## src/rtl/axi4_lite_master_read_timeout_monitor_if.sv

```systemverilog
// rtl/axi4_lite_master_read_timeout_monitor_if.sv - AXI4-Lite read address/data channel bundle
interface axi4_lite_master_read_timeout_monitor_if #(
    parameter int ADDR_WIDTH = 32,
    parameter int DATA_WIDTH = 32
) ();
    logic                  arvalid;
    logic                  arready;
    logic [ADDR_WIDTH-1:0] araddr;
    logic [2:0]            arprot;
    logic                  rvalid;
    logic                  rready;
    logic [DATA_WIDTH-1:0] rdata;
    logic [1:0]            rresp;

    modport master (
        output arvalid, araddr, arprot, rready,
        input  arready, rvalid, rdata, rresp
    );

    modport slave (
        input  arvalid, araddr, arprot, rready,
        output arready, rvalid, rdata, rresp
    );

    // Passive observer: every channel signal is an input
    modport monitor (
        input arvalid, arready, araddr, arprot,
        input rvalid, rready, rdata, rresp
    );
endinterface

```

## src/rtl/axi4_lite_master_read_timeout_monitor.sv

```systemverilog
// rtl/axi4_lite_master_read_timeout_monitor.sv - passive AXI4-Lite read timeout/protocol monitor
// Optional coverage counters enabled by AXI4LITE_MASTER_READ_MON_COVER_EN.
module axi4_lite_master_read_timeout_monitor #(
    parameter int ADDR_WIDTH                = 32,
    parameter int DATA_WIDTH                = 32,
    parameter int MAX_DELAY_ARREADY         = 16,
    parameter int MAX_DELAY_RVALID          = 10,
    parameter int MAX_DELAY_RREADY          = 16,
    parameter int MAX_OUTSTANDING           = 4,
    parameter int DELAY_FOR_SECOND_TRANSFER = 16
) (
    input  logic                                     aclk,
    input  logic                                     aresetn,
    axi4_lite_master_read_timeout_monitor_if.monitor axi,
    input  logic                                     clear,
    output logic [6:0]                               err_flags,
    output logic                                     err_valid,
    output logic [$clog2(MAX_OUTSTANDING+1)-1:0]     outstanding,
    output logic [15:0]                              txn_count,
    output logic [15:0]                              b2b_count,
    output logic [7:0]                               max_rvalid_latency
);
    localparam int OW  = $clog2(MAX_OUTSTANDING + 1);
    localparam int ARW = $clog2(MAX_DELAY_ARREADY + 1);
    localparam int RVW = $clog2(MAX_DELAY_RVALID + 1);
    localparam int RRW = $clog2(MAX_DELAY_RREADY + 1);

    localparam logic [OW-1:0]  OUT_MAX     = OW'(MAX_OUTSTANDING);
    localparam logic [ARW-1:0] AR_LIM      = ARW'(MAX_DELAY_ARREADY);
    localparam logic [ARW-1:0] AR_LIM_M1   = ARW'(MAX_DELAY_ARREADY - 1);
    localparam logic [RVW-1:0] RV_LIM      = RVW'(MAX_DELAY_RVALID);
    localparam logic [RVW-1:0] RV_LIM_M1   = RVW'(MAX_DELAY_RVALID - 1);
    localparam logic [RRW-1:0] RR_LIM      = RRW'(MAX_DELAY_RREADY);
    localparam logic [RRW-1:0] RR_LIM_M1   = RRW'(MAX_DELAY_RREADY - 1);

    logic ar_hs, ar_stall, r_hs, r_stall;

    assign ar_hs    = axi.arvalid && axi.arready;
    assign ar_stall = axi.arvalid && !axi.arready;
    assign r_hs     = axi.rvalid && axi.rready;
    assign r_stall  = axi.rvalid && !axi.rready;

    logic [ARW-1:0] ar_stall_cnt;
    logic [RVW-1:0] rvalid_wait_cnt;
    logic [RRW-1:0] r_stall_cnt;

    // Stall counters saturate at their limit so each stall reports only once
    always_ff @(posedge aclk or negedge aresetn) begin
        if (!aresetn) begin
            ar_stall_cnt <= '0;
        end else if (ar_stall) begin
            if (ar_stall_cnt != AR_LIM) ar_stall_cnt <= ar_stall_cnt + 1'b1;
        end else begin
            ar_stall_cnt <= '0;
        end
    end

    always_ff @(posedge aclk or negedge aresetn) begin
        if (!aresetn) begin
            rvalid_wait_cnt <= '0;
        end else if (r_hs || outstanding == '0) begin
            rvalid_wait_cnt <= '0;
        end else if (!axi.rvalid && rvalid_wait_cnt != RV_LIM) begin
            rvalid_wait_cnt <= rvalid_wait_cnt + 1'b1;
        end
    end

    always_ff @(posedge aclk or negedge aresetn) begin
        if (!aresetn) begin
            r_stall_cnt <= '0;
        end else if (r_stall) begin
            if (r_stall_cnt != RR_LIM) r_stall_cnt <= r_stall_cnt + 1'b1;
        end else begin
            r_stall_cnt <= '0;
        end
    end

    logic                  ar_stall_q;
    logic [ADDR_WIDTH-1:0] araddr_q;
    logic [2:0]            arprot_q;
    logic                  r_stall_q;
    logic [DATA_WIDTH-1:0] rdata_q;
    logic [1:0]            rresp_q;

    // Payload snapshot of a stalled beat, compared against the following cycle
    always_ff @(posedge aclk or negedge aresetn) begin
        if (!aresetn) begin
            ar_stall_q <= 1'b0;
            araddr_q   <= '0;
            arprot_q   <= '0;
            r_stall_q  <= 1'b0;
            rdata_q    <= '0;
            rresp_q    <= '0;
        end else begin
            ar_stall_q <= ar_stall;
            r_stall_q  <= r_stall;
            if (ar_stall) begin
                araddr_q <= axi.araddr;
                arprot_q <= axi.arprot;
            end
            if (r_stall) begin
                rdata_q <= axi.rdata;
                rresp_q <= axi.rresp;
            end
        end
    end

    logic [OW-1:0] outstanding_next;
    logic          unexpected_r;
    logic          overflow_ar;

    always_comb begin
        outstanding_next = outstanding;
        unexpected_r     = 1'b0;
        overflow_ar      = 1'b0;
        if (ar_hs && !r_hs) begin
            if (outstanding == OUT_MAX) overflow_ar      = 1'b1;
            else                        outstanding_next = outstanding + 1'b1;
        end else if (r_hs && !ar_hs) begin
            if (outstanding == '0) unexpected_r     = 1'b1;
            else                   outstanding_next = outstanding - 1'b1;
        end
    end

    always_ff @(posedge aclk or negedge aresetn) begin
        if (!aresetn) outstanding <= '0;
        else          outstanding <= outstanding_next;
    end

    logic [6:0] err_set;

    always_comb begin
        err_set    = '0;
        err_set[0] = ar_stall && (ar_stall_cnt == AR_LIM_M1);
        err_set[1] = (outstanding != '0) && !axi.rvalid && (rvalid_wait_cnt == RV_LIM_M1);
        err_set[2] = r_stall && (r_stall_cnt == RR_LIM_M1);
        err_set[3] = ar_stall_q && (!axi.arvalid || axi.araddr != araddr_q || axi.arprot != arprot_q);
        err_set[4] = r_stall_q && (!axi.rvalid || axi.rdata != rdata_q || axi.rresp != rresp_q);
        err_set[5] = unexpected_r;
        err_set[6] = overflow_ar;
    end

    // clear takes priority over any error raised in the same cycle
    always_ff @(posedge aclk or negedge aresetn) begin
        if (!aresetn) begin
            err_flags <= '0;
            err_valid <= 1'b0;
        end else if (clear) begin
            err_flags <= '0;
            err_valid <= 1'b0;
        end else begin
            err_flags <= err_flags | err_set;
            err_valid <= |(err_set & ~err_flags);
        end
    end

    always_ff @(posedge aclk or negedge aresetn) begin
        if (!aresetn)  txn_count <= '0;
        else if (clear) txn_count <= '0;
        else if (r_hs)  txn_count <= txn_count + 16'd1;
    end

`ifdef AXI4LITE_MASTER_READ_MON_COVER_EN
    localparam int SW = $clog2(DELAY_FOR_SECOND_TRANSFER + 2);
    localparam logic [SW-1:0] B2B_WIN = SW'(DELAY_FOR_SECOND_TRANSFER);
    localparam logic [SW-1:0] B2B_SAT = SW'(DELAY_FOR_SECOND_TRANSFER + 1);

    // Cycles since the previous AR handshake; stays 0 until the first one after reset
    logic [SW-1:0] since_ar;

    always_ff @(posedge aclk or negedge aresetn) begin
        if (!aresetn) begin
            since_ar <= '0;
        end else if (ar_hs) begin
            since_ar <= SW'(1);
        end else if (since_ar != '0 && since_ar != B2B_SAT) begin
            since_ar <= since_ar + 1'b1;
        end
    end

    always_ff @(posedge aclk or negedge aresetn) begin
        if (!aresetn) begin
            b2b_count <= '0;
        end else if (clear) begin
            b2b_count <= '0;
        end else if (ar_hs && since_ar != '0 && since_ar <= B2B_WIN && b2b_count != 16'hFFFF) begin
            b2b_count <= b2b_count + 16'd1;
        end
    end

    // Per-read age queue in issue order; head is the oldest outstanding read
    logic [7:0]    ages      [MAX_OUTSTANDING];
    logic [7:0]    ages_next [MAX_OUTSTANDING];
    logic [7:0]    shifted   [MAX_OUTSTANDING];
    logic          lat_pop;
    logic          lat_push;
    logic [OW-1:0] wr_idx;

    always_comb begin
        lat_pop  = r_hs && (outstanding != '0);
        lat_push = ar_hs && (lat_pop || (!r_hs && outstanding != OUT_MAX));
        wr_idx   = lat_pop ? outstanding - 1'b1 : outstanding;
        for (int i = 0; i < MAX_OUTSTANDING - 1; i++) begin
            shifted[i] = lat_pop ? ages[i+1] : ages[i];
        end
        shifted[MAX_OUTSTANDING-1] = lat_pop ? 8'd0 : ages[MAX_OUTSTANDING-1];
        for (int i = 0; i < MAX_OUTSTANDING; i++) begin
            ages_next[i] = (shifted[i] != 8'hFF) ? shifted[i] + 8'd1 : shifted[i];
            if (lat_push && OW'(i) == wr_idx) ages_next[i] = 8'd1;
        end
    end

    always_ff @(posedge aclk or negedge aresetn) begin
        if (!aresetn) begin
            for (int i = 0; i < MAX_OUTSTANDING; i++) ages[i] <= '0;
        end else begin
            for (int i = 0; i < MAX_OUTSTANDING; i++) ages[i] <= ages_next[i];
        end
    end

    always_ff @(posedge aclk or negedge aresetn) begin
        if (!aresetn) begin
            max_rvalid_latency <= '0;
        end else if (clear) begin
            max_rvalid_latency <= '0;
        end else if (lat_pop && ages[0] > max_rvalid_latency) begin
            max_rvalid_latency <= ages[0];
        end
    end
`else
    assign b2b_count          = '0;
    assign max_rvalid_latency = '0;
`endif
endmodule

```

## src/flat_wrapper.sv

```systemverilog
// flat-port wrapper written by rule: the top's interface ports become plain ports
module axi4_lite_master_read_timeout_monitor_flat 
#(
    parameter int ADDR_WIDTH                = 32,
    parameter int DATA_WIDTH                = 32,
    parameter int MAX_DELAY_ARREADY         = 16,
    parameter int MAX_DELAY_RVALID          = 10,
    parameter int MAX_DELAY_RREADY          = 16,
    parameter int MAX_OUTSTANDING           = 4,
    parameter int DELAY_FOR_SECOND_TRANSFER = 16
)
  (aclk, aresetn, clear, err_flags, err_valid, outstanding, txn_count, b2b_count, max_rvalid_latency, axi_arvalid, axi_arready, axi_araddr, axi_arprot, axi_rvalid, axi_rready, axi_rdata, axi_rresp);
  axi4_lite_master_read_timeout_monitor_if #(.ADDR_WIDTH(ADDR_WIDTH), .DATA_WIDTH(DATA_WIDTH)) axi_i ();
  input  logic aclk;
  input  logic aresetn;
  input  logic clear;
  output logic [6:0] err_flags;
  output logic err_valid;
  output logic [$clog2(MAX_OUTSTANDING+1)-1:0] outstanding;
  output logic [15:0] txn_count;
  output logic [15:0] b2b_count;
  output logic [7:0] max_rvalid_latency;
  input wire logic [$bits(axi_i.arvalid)-1:0] axi_arvalid;
  input wire logic [$bits(axi_i.arready)-1:0] axi_arready;
  input wire logic [$bits(axi_i.araddr)-1:0] axi_araddr;
  input wire logic [$bits(axi_i.arprot)-1:0] axi_arprot;
  input wire logic [$bits(axi_i.rvalid)-1:0] axi_rvalid;
  input wire logic [$bits(axi_i.rready)-1:0] axi_rready;
  input wire logic [$bits(axi_i.rdata)-1:0] axi_rdata;
  input wire logic [$bits(axi_i.rresp)-1:0] axi_rresp;
  assign axi_i.arvalid = axi_arvalid;
  assign axi_i.arready = axi_arready;
  assign axi_i.araddr = axi_araddr;
  assign axi_i.arprot = axi_arprot;
  assign axi_i.rvalid = axi_rvalid;
  assign axi_i.rready = axi_rready;
  assign axi_i.rdata = axi_rdata;
  assign axi_i.rresp = axi_rresp;
  axi4_lite_master_read_timeout_monitor #(.ADDR_WIDTH(ADDR_WIDTH), .DATA_WIDTH(DATA_WIDTH), .MAX_DELAY_ARREADY(MAX_DELAY_ARREADY), .MAX_DELAY_RVALID(MAX_DELAY_RVALID), .MAX_DELAY_RREADY(MAX_DELAY_RREADY), .MAX_OUTSTANDING(MAX_OUTSTANDING), .DELAY_FOR_SECOND_TRANSFER(DELAY_FOR_SECOND_TRANSFER)) u_core (.aclk(aclk), .aresetn(aresetn), .axi(axi_i), .clear(clear), .err_flags(err_flags), .err_valid(err_valid), .outstanding(outstanding), .txn_count(txn_count), .b2b_count(b2b_count), .max_rvalid_latency(max_rvalid_latency));
endmodule
```

## config.mk

```make
export PLATFORM = sky130hd
export DESIGN_NAME = axi4_lite_master_read_timeout_monitor_flat
export DESIGN_NICKNAME = d
export VERILOG_FILES = /design/src/rtl/axi4_lite_master_read_timeout_monitor_if.sv /design/src/rtl/axi4_lite_master_read_timeout_monitor.sv /design/src/flat_wrapper.sv
export SDC_FILE = /design/constraint.sdc
export NUM_CORES = 1
export LEC_CHECK = 0
export ABC_AREA = 1
export CORE_AREA = 5 5 141 109
export DETAILED_ROUTE_END_ITERATION = 12
export DIE_AREA = 0 0 146 114
export HOLD_SLACK_MARGIN = 0.1
export PLACE_DENSITY = 0.74
export SLEW_MARGIN = 20
export SYNTH_ARGS = -nofsm -noshare
export SYNTH_HDL_FRONTEND = slang
export SYNTH_SLANG_ARGS = --single-unit
```

## constraint.sdc

```tcl
create_clock -name aclk -period 2.2 [get_ports aclk]
set_input_delay 0.33 -clock aclk [delete_from_list [all_inputs] [get_ports aclk]]
set_output_delay 0.33 -clock aclk [all_outputs]
set_load 0.05 [all_outputs]
```

---- After elaboration in Yosys (flattened, before gate mapping) ----
Index checks and enable logic that the tools add are counted.
storage, ports and cells
  bits in registers ....................... 112
  input port bits ......................... 76
  output and inout bits ................... 51
  word-level logic and storage cells ...... 87
operators by class
  $add $sub $neg .......................... 6
  eq/ne operators ......................... 15
  muxes and demuxes ....................... 19
  bitwise logic cells ..................... 3
  reduce and logical (&&, ||, !) cells .... 31
operators with widths
  kind                   number
  $ne 32x32->1           2
  $mux 16                2
  $mux 5                 4
  $add 16x1->16 const B  1
  $logic_and 1x1->1      13
  $mux 3                 4
  $add 5x1->5 const B    2
  $eq 5x4->1 const B     2
  $ne 5x5->1 const B     2
  $mux 4                 2
  $ne 2x2->1 const B     4
  $and 7x7->7            1
  $mux 7                 1
  $not 7->7              1
  $or 7x7->7             1
  $reduce_or 7->1        1
  $logic_not 1->1        6
  $mux 1                 6
  $reduce_bool 2->1      3
  $logic_or 1x1->1       5
  $add 4x1->4 const B    1
  $eq 4x4->1 const B     1
  $ne 4x4->1 const B     1
  $add 3x1->3 const B    1
  other kinds (7)        7

---- Depth between registers and ports, before layout ----
Gate-level depths: netlist of run 1.
  word-level depth ........................ 8
  mapped depth ............................ 13

---- Worst setup path after synthesis of run 1 ----
Ideal clock, no wire load.
  kind .................................... register to register
  start ................................... register u_core.txn_count[0]
  end ..................................... register u_core.txn_count[10]
  library setup time ...................... 0.124 ns
  arrival time ............................ 1.736 ns
  required time ........................... 2.076 ns
  setup slack ............................. 0.340 ns
  cell stages (with the launch flop) ...... 9
  path buffers ............................ 0
  clock period less this slack ............ 1.860 ns
  cells stage by stage .................... dfrtp_1 > ha_1 > inv_1 > nor3_4 > nand3_2 > nor3_2 > nand2_1 > o21ai_0 > a21oi_1
on the way
  longest elaborated chain between the ends .. 3
ends and longest elaborated chain
  item                    line                                          text
  start, declared         axi4_lite_master_read_timeout_monitor.sv:19   output logic [15:0] txn_count,
  start signal, assigned  axi4_lite_master_read_timeout_monitor.sv:160  else if (r_hs) txn_count <= txn_count + 16'd1;
  $add 16x1->16           axi4_lite_master_read_timeout_monitor.sv:160
  $mux 16                 axi4_lite_master_read_timeout_monitor.sv:160
  $mux 16                 axi4_lite_master_read_timeout_monitor.sv:159  else if (clear) txn_count <= '0;
Every way passes these cells. The select of a mux whose other input is x is not followed.
A chain may end at the register's enable or synchronous reset.

---- Worst setup path after layout of run 1 ----
  start ................................... register u_core.txn_count[6]
  end ..................................... output port txn_count[6]
RTL lines
  item           line                text
  end, declared  flat_wrapper.sv:20  output logic [15:0] txn_count;
No word-level cell between the ends.

==> out/results.txt, run 1 <==
pin count of the biggest net entering global routing = 49
Critical Path Start = u_core.txn_count[6]
via count normalized by instance count = 4.57
number of distinct standard cells referenced by the synthesized netlist = 32
critical path arrival = 1660 ps
met3 layer usage reported by global route = 3.81%
routability congestion estimate from global placement = 0.815
minimum hold slack = 491 ps
endpoint of the worst-slack reg-to-reg timing path = u_core.txn_count[10]
M2 GR Usage = 25.5%
DRT Wirelength = 12900 µm
count of buffer and inverter cells on the critical path = 1
Sw Ratio = 31.7%
number of storage elements in the synthesis netlist = 112
most utilized layer in the global route result = met2
total setup violations reported at the end of the flow = 0
detailed-placement wirelength estimate = 9800 µm
final worst path period need = 1990 ps
result of the run = complete, no violations
hold violation count in the final report = 0
CP max-delay cell = clkdlybuf4s50_1
Final Cycle Share = 90.3%
internal power of the cells = 3.69 mW
initial antenna violation count = 0
Detail Route Antenna Nets = 0
number of violations reported at the end of detailed-routing iteration 0 = 318
cell count after synthesis = 814
Pre-Repair DR Iteration Count = 5
Slew headroom = 57.5%
total congestion overflow after global routing = 0
Die Ht = 114 µm
data required time at the worst endpoint = 1870 ps
Post-CTS Setup Repair Bufs = 0
insertion delay of the later-clocked pin in the worst-skew pair = 340 ps
sequential share of the synthesized area = 46.0%
total number of vias = 5048
max-cap violation count = 0
TritonCTS clock tree = yes
number of slew-limit violations in the final report = 0
nature of the critical path startpoint = register
power per cell area = 712 nW/µm²
final routed wire length divided by cell count = 11.7 µm
number of diodes added for antenna fixing = 0
worst-case clock buffer depth = 2
type of destination of the critical path = output pin
Pwr Total = 5.40 mW
part of the total power dissipated in combinational logic = 23.9%
TritonCTS buffer count = 9
RSZ-0062 raised after global routing = false
Initial Utilization = 43.4%
Static Leak = 3.81 nW
gr usage total = 15.8%
proportion of power drawn by flip-flops and latches = 45.8%
clock share of power = 30.3%
clock transition at the registers of the reported paths = 70 ps
placeable core region = 14000 µm²
TritonCTS Sinks = 112
cells traversed along the worst timing path = clkdlybuf4s50_1
port buffer count = 102
Max Fanout on Critical Path = 5
Root Driver = clkbuf_16
worst-case clock skew = 8.10 ps
routing usage on met1 = 22.2%
flop2flop setup slack = 490 ps
kind of cell adding the most delay to the critical path = buffers and inverters
worst slew pin tran = 637 ps
Setup TNS Final = 0 ps
vias in the first global route = 4719
share of layout cells above drive strength 1 = 4.22%
I/O pin count = 127
Ys Warns = 0
Tightest Hold Check Type = reg2reg
worst-case vdd ir drop = 0.345 mV
worst setup path endpoint = txn_count[6]
Crit path depth = 1
area growth from synthesis to final layout = 24.5%
H-tree depth reported by CTS = 3
horizontal die dimension = 146 µm
first-pass GRT wire length = 22000 µm
number of DRC violations after detailed routing = 0
P_sw = 1.71 mW
r2r startpoint = u_core.txn_count[0]
Core Rows = 38
worst stage delay on the critical path = 850 ps
maximum clock frequency = 0.503 GHz
Post-layout nets = 1008
synthesized area = 6090 µm²
depth of the worst register-to-register path = 8
average footprint of a synthesized cell = 7.48 µm²
die area = 16600 µm²
worst setup path class = reg2out
-- final cells by class --
cell class	count	area (µm²)
clock buffer	10	229
clock inverter	6	68.8
fill	1300	6440
inverter	138	518
multi-input combinational	546	2610
sequential	112	2800
tap	180	225
timing repair buffer	112	1130
-- repair_timing --
| action | 4_1_cts | 5_1_grt |
|---|---|---|
| endpoints found under the setup margin | 0 | 0 |
| gates resized for setup | 0 | 0 |
| endpoints found under the hold margin | 42 | 0 |
| hold buffers | 1 | 0 |
-- cells in the mapped netlist --
| cell type | n | area (µm²) |
|---|---|---|
| o21ai_0 | 68 | 340 |
| nor4_1 | 5 | 31.3 |
| inv_2 | 3 | 11.3 |
| a31oi_1 | 1 | 6.26 |
| nor3_2 | 1 | 10.0 |
| o22ai_1 | 4 | 25.0 |
| xor2_1 | 7 | 61.3 |
| nor3_4 | 1 | 16.3 |
| dfrtp_1 | 112 | 2800 |
| nand2_4 | 1 | 11.3 |
| ha_1 | 12 | 150 |
| buf_2 | 2 | 10.0 |
| nand3_1 | 21 | 105 |
| nor2_1 | 47 | 176 |
| o21a_1 | 2 | 15.0 |
| a21oi_1 | 25 | 125 |
| buf_1 | 2 | 7.51 |
| nand2_2 | 1 | 6.26 |
| nand3_2 | 4 | 40.0 |
| nand4_1 | 8 | 50.1 |
| xnor2_1 | 22 | 193 |
| inv_1 | 135 | 507 |
| nor2_2 | 1 | 6.26 |
| clkbuf_8 | 1 | 13.8 |
| buf_4 | 24 | 180 |
| conb_1 | 1 | 3.75 |
| nor4_4 | 1 | 21.3 |
| nand2_1 | 279 | 1050 |
| nor3_1 | 9 | 45.0 |
| fa_1 | 1 | 20.0 |
| nor3b_1 | 1 | 7.51 |
| clkbuf_1 | 12 | 45.0 |
-- power by group through the flow --
stage	sequential, mW	clock [mW]	combinational, mW
final	2.47	1.64	1.29
after detailed placement	2.51	0	1.30
after global routing	2.51	1.76	1.46
after CTS	2.47	1.69	1.31
after floorplan	2.64	0	0.730
after global placement	2.50	0	1.28
-- worst min-delay path by stage --
stage                       startpoint                endpoint  slack, ps  cells past startpoint
floorplan                      aresetn  u_core.ar_stall_cnt[0]         30                      0
global placement               aresetn      u_core.rdata_q[21]        390                      1
detailed placement             aresetn      u_core.rdata_q[21]        380                      1
CTS                 u_core.rdata_q[18]      u_core.rdata_q[18]        500                      2
global route        u_core.araddr_q[5]      u_core.araddr_q[5]        520                      2
finish              u_core.rdata_q[18]      u_core.rdata_q[18]        490                      2
-- cells by family (layout without fill, tap and decap cells) --
group,Yosys count,count (layout),share of synthesized area (%)
buffers and inverters,179,266,12.7
adder cells (fa/ha/maj),13,13,2.79
AO/OA/AOI/OAI,100,100,8.40
other,1,24,0.0616
AND/OR/NAND/NOR,380,380,25.8
XOR/XNOR,29,29,4.17
flip-flops,112,112,46.0
-- cell usage in the layout (no fill, tap or decap), types with 8 or more instances in the layout --
cell and count:
a21oi_1 25, clkbuf_16 9, clkdlybuf4s50_1 101, conb_1 24
dfrtp_1 112, ha_1 12, inv_1 135, nand2_1 279
nand3_1 21, nand4_1 8, nor2_1 46, nor3_1 9
o21ai_0 68, xnor2_1 22
-- stage by stage --
stage	utilization, %	instances	instance area [µm²]	worst slack (ps)
floorplan	-	837	6180	340
global placement	51.9	1087	7280	150
detailed placement	51.9	1087	7280	119
CTS	54.1	1104	7580	204
global route	54.1	1104	7580	181
finish	54.1	1104	7580	213
-- registers in the layout, indices dropped and copies added (netlist names) --
register                cells
u_core.r_stall_cnt          5
u_core.r_stall_q            1
u_core.ar_stall_q           1
u_core.ar_stall_cnt         5
u_core.rvalid_wait_cnt      4
u_core.arprot_q             3
u_core.rresp_q              2
u_core.araddr_q            32
u_core.rdata_q             32
u_core.outstanding          3
u_core.err_valid            1
u_core.txn_count           16
u_core.err_flags            7
-- layer usage --
metal	vias up	share of wire, %
met3	6	4.7
met5	-	0
met4	0	0.55
li1	2654	-
met1	2283	50
met2	105	45
Note: power is estimated with default switching activity, not from simulation.
==> run 2, diff against run 1 <==
--- a/config.mk
+++ b/config.mk
@@ -6,11 +6,11 @@
 export NUM_CORES = 1
 export LEC_CHECK = 0
 export ABC_AREA = 1
-export CORE_AREA = 5 5 141 109
+export CORE_AREA = 5 5 149 115
 export DETAILED_ROUTE_END_ITERATION = 12
-export DIE_AREA = 0 0 146 114
+export DIE_AREA = 0 0 154 120
 export HOLD_SLACK_MARGIN = 0.1
-export PLACE_DENSITY = 0.74
+export PLACE_DENSITY = 0.67
 export SLEW_MARGIN = 20
 export SYNTH_ARGS = -nofsm -noshare
 export SYNTH_HDL_FRONTEND = slang
==> constraint.sdc (replaced) <==
create_clock -name aclk -period 2.2 [get_ports aclk]
set_input_delay 0.44 -clock aclk [delete_from_list [all_inputs] [get_ports aclk]]
set_output_delay 0.44 -clock aclk [all_outputs]
set_load 0.05 [all_outputs]
==> run 2 against run 1 <==
Net effect:
- final area is 0.91% higher
- critical path depth unchanged
- setup slack worse by 91 ps
- via count is 1.3% lower
- utilization decreased by 5.1 points
- die area up 11%
- sequential share of layout area down 0.33 points
- wire length up 3.6%
- largest cell class unchanged
- highest routed layer unchanged
==> out/results.txt, run 2 (synthesis results as in run 1) <==
vias in the first global route = 4675 (-0.93%)
Core Rows = 40 (+5.3%)
TritonCTS Sinks = 112 (unchanged)
port buffer count = 102 (unchanged)
CP max-delay cell = clkdlybuf4s50_1
clock transition at the registers of the reported paths = 70 ps (about the same)
worst slew pin tran = 669 ps (+31.7 ps)
core utilization of the finished layout = 49.0% (-5.1 points)
routability congestion estimate from global placement = 0.806 (-1.1%)
Post-CTS Setup Repair Bufs = 0 (unchanged)
first-pass GRT wire length = 22300 µm (+1.1%)
insertion delay of the later-clocked pin in the worst-skew pair = 340 ps (about the same)
minimum hold slack = 494 ps (+3.02 ps)
RSZ-0062 raised after global routing = false
Tightest Hold Check Type = reg2reg
horizontal die dimension = 154 µm (+5.5%)
maximum clock frequency = 0.481 GHz (-4.4%)
uppermost signal routing layer after detailed routing = met4
Layout Cell Area excl Fill = 7650 µm² (+0.91%)
total number of vias = 4980 (-1.3%)
Slew headroom = 55.4% (-2.1 points)
data required time at the worst endpoint = 1760 ps (-110 ps)
number of violations reported at the end of detailed-routing iteration 0 = 309 (-2.8%)
worst-case clock buffer depth = 2 (unchanged)
TritonCTS buffer count = 9 (unchanged)
type of destination of the critical path = output pin
H-tree depth reported by CTS = 3 (unchanged)
total congestion overflow after global routing = 0 (unchanged)
final routed wire length divided by cell count = 11.8 µm (+0.63%)
power per cell area = 713 nW/µm² (+0.16%)
TritonCTS clock tree = yes
total setup violations reported at the end of the flow = 0 (unchanged)
final worst path period need = 2080 ps (+91.1 ps)
placeable core region = 15600 µm² (+11%)
worst stage delay on the critical path = 840 ps (about the same)
routed metal-1 wirelength = 6730 µm (+4.7%)
worst setup path class = reg2out
Static Leak = 3.84 nW (+0.76%)
DRT Wirelength = 13400 µm (+3.6%)
Detail Route Antenna Nets = 0 (unchanged)
Met2 Routed Length = 6020 µm (+3.6%)
cell area after placement = 7340 µm² (+0.83%)
result of the run = complete, no violations
worst-case vdd ir drop = 0.366 mV (+6.0%)
number of DRC violations after detailed routing = 0 (unchanged)
most common library cell in the layout ignoring fill and taps = nand2_1
worst-case clock skew = 4.62 ps (-3.49 ps)
share of layout cells above drive strength 1 = 4.64% (+0.42 points)
Max Fanout on Critical Path = 5 (unchanged)
commonest cells after routing, fill and taps aside = nand2_1, inv_1, dfrtp_1
kind of cell adding the most delay to the critical path = buffers and inverters
detailed-placement wirelength estimate = 10300 µm (+5.3%)
Pwr Total = 5.46 mW (+1.1%)
number of diodes added for antenna fixing = 0 (unchanged)
Die Ht = 120 µm (+5.3%)
nature of the critical path startpoint = register
critical path arrival = 1640 ps (-20 ps)
Final Cycle Share = 94.4% (+4.1 points)
hold violation count in the final report = 0 (unchanged)
gr usage total = 14.7% (-1.1 points)
area growth from synthesis to final layout = 25.7%
via count normalized by instance count = 4.38 (-4.2%)
count of buffer and inverter cells on the critical path = 1 (unchanged)
initial antenna violation count = 0 (unchanged)
number of slew-limit violations in the final report = 0 (unchanged)
max-cap violation count = 0 (unchanged)
Largest regs = u_core.araddr_q x32, u_core.rdata_q x32, u_core.txn_count x16
met3 wirelength from detailed routing = 539 µm (-11%)
Initial Utilization = 39.0% (-4.4 points)
Root Driver = clkbuf_16
I/O pin count = 127 (unchanged)
Pre-Repair DR Iteration Count = 5 (unchanged)
die area = 18500 µm² (+11%)
Post-layout nets = 1012 (+0.40%)
Setup TNS Final = 0 ps (unchanged)
pin count of the biggest net entering global routing = 49 (unchanged)
cells traversed along the worst timing path = clkdlybuf4s50_1
-- run 2: changes by cell type in the layout (fill, tap and decap cells not counted), sizes merged --
cell | before | now
buf | 10 | 14
clkbuf | 10 | 12
clkinv | 3 | 2
clkinvlp | 1 | 0
inv | 139 | 138
-- run 2: where the power goes --
group	total, mW	internal (mW)	switching [mW]
Combinational	1.31	0.519	0.788
Sequential	2.47	2.29	0.184
Clock	1.68	0.967	0.709
-- run 2: per-layer routing --
layer,vias up,track usage (%)
met1,2234,21.0
met2,80,22.2
met3,6,4.22
met5,-,0
li1,2660,-
met4,0,3.47
-- run 2: final cells by class --
type	count	area [µm²]
clock inverter	3	40.0
sequential	112	2800
multi-input combinational	546	2610
inverter	138	518
timing repair buffer	116	1150
fill	1513	7960
clock buffer	12	267
tap	210	263
-- run 2: worst paths after layout --
| path | to | cells past startpoint | from | slack (ps) |
|---|---|---|---|---|
| setup / recovery | txn_count[6] | 1 | u_core.txn_count[6] | 120 |
| min in group asynchronous | u_core.rdata_q[19] | 2 | aresetn | 600 |
| setup reg to reg | u_core.err_valid | 10 | u_core.r_stall_cnt[0] | 450 |
| hold reg to reg | u_core.arprot_q[2] | 2 | u_core.arprot_q[2] | 490 |
| max in group asynchronous | u_core.rdata_q[1] | 3 | aresetn | 1010 |
| hold / removal | u_core.arprot_q[2] | 2 | u_core.arprot_q[2] | 490 |
-- run 2: per-stage QoR --
stage,std cells,setup WS [ps]
floorplan,837,340
global placement,1121,53.6
detailed placement,1121,41.3
CTS,1137,89.6
global route,1137,57.1
finish,1137,122
-- run 2: timing repair --
item	CTS	global route
endpoints found under the hold margin	30	0
resized for setup	0	0
hold buffers	1	0
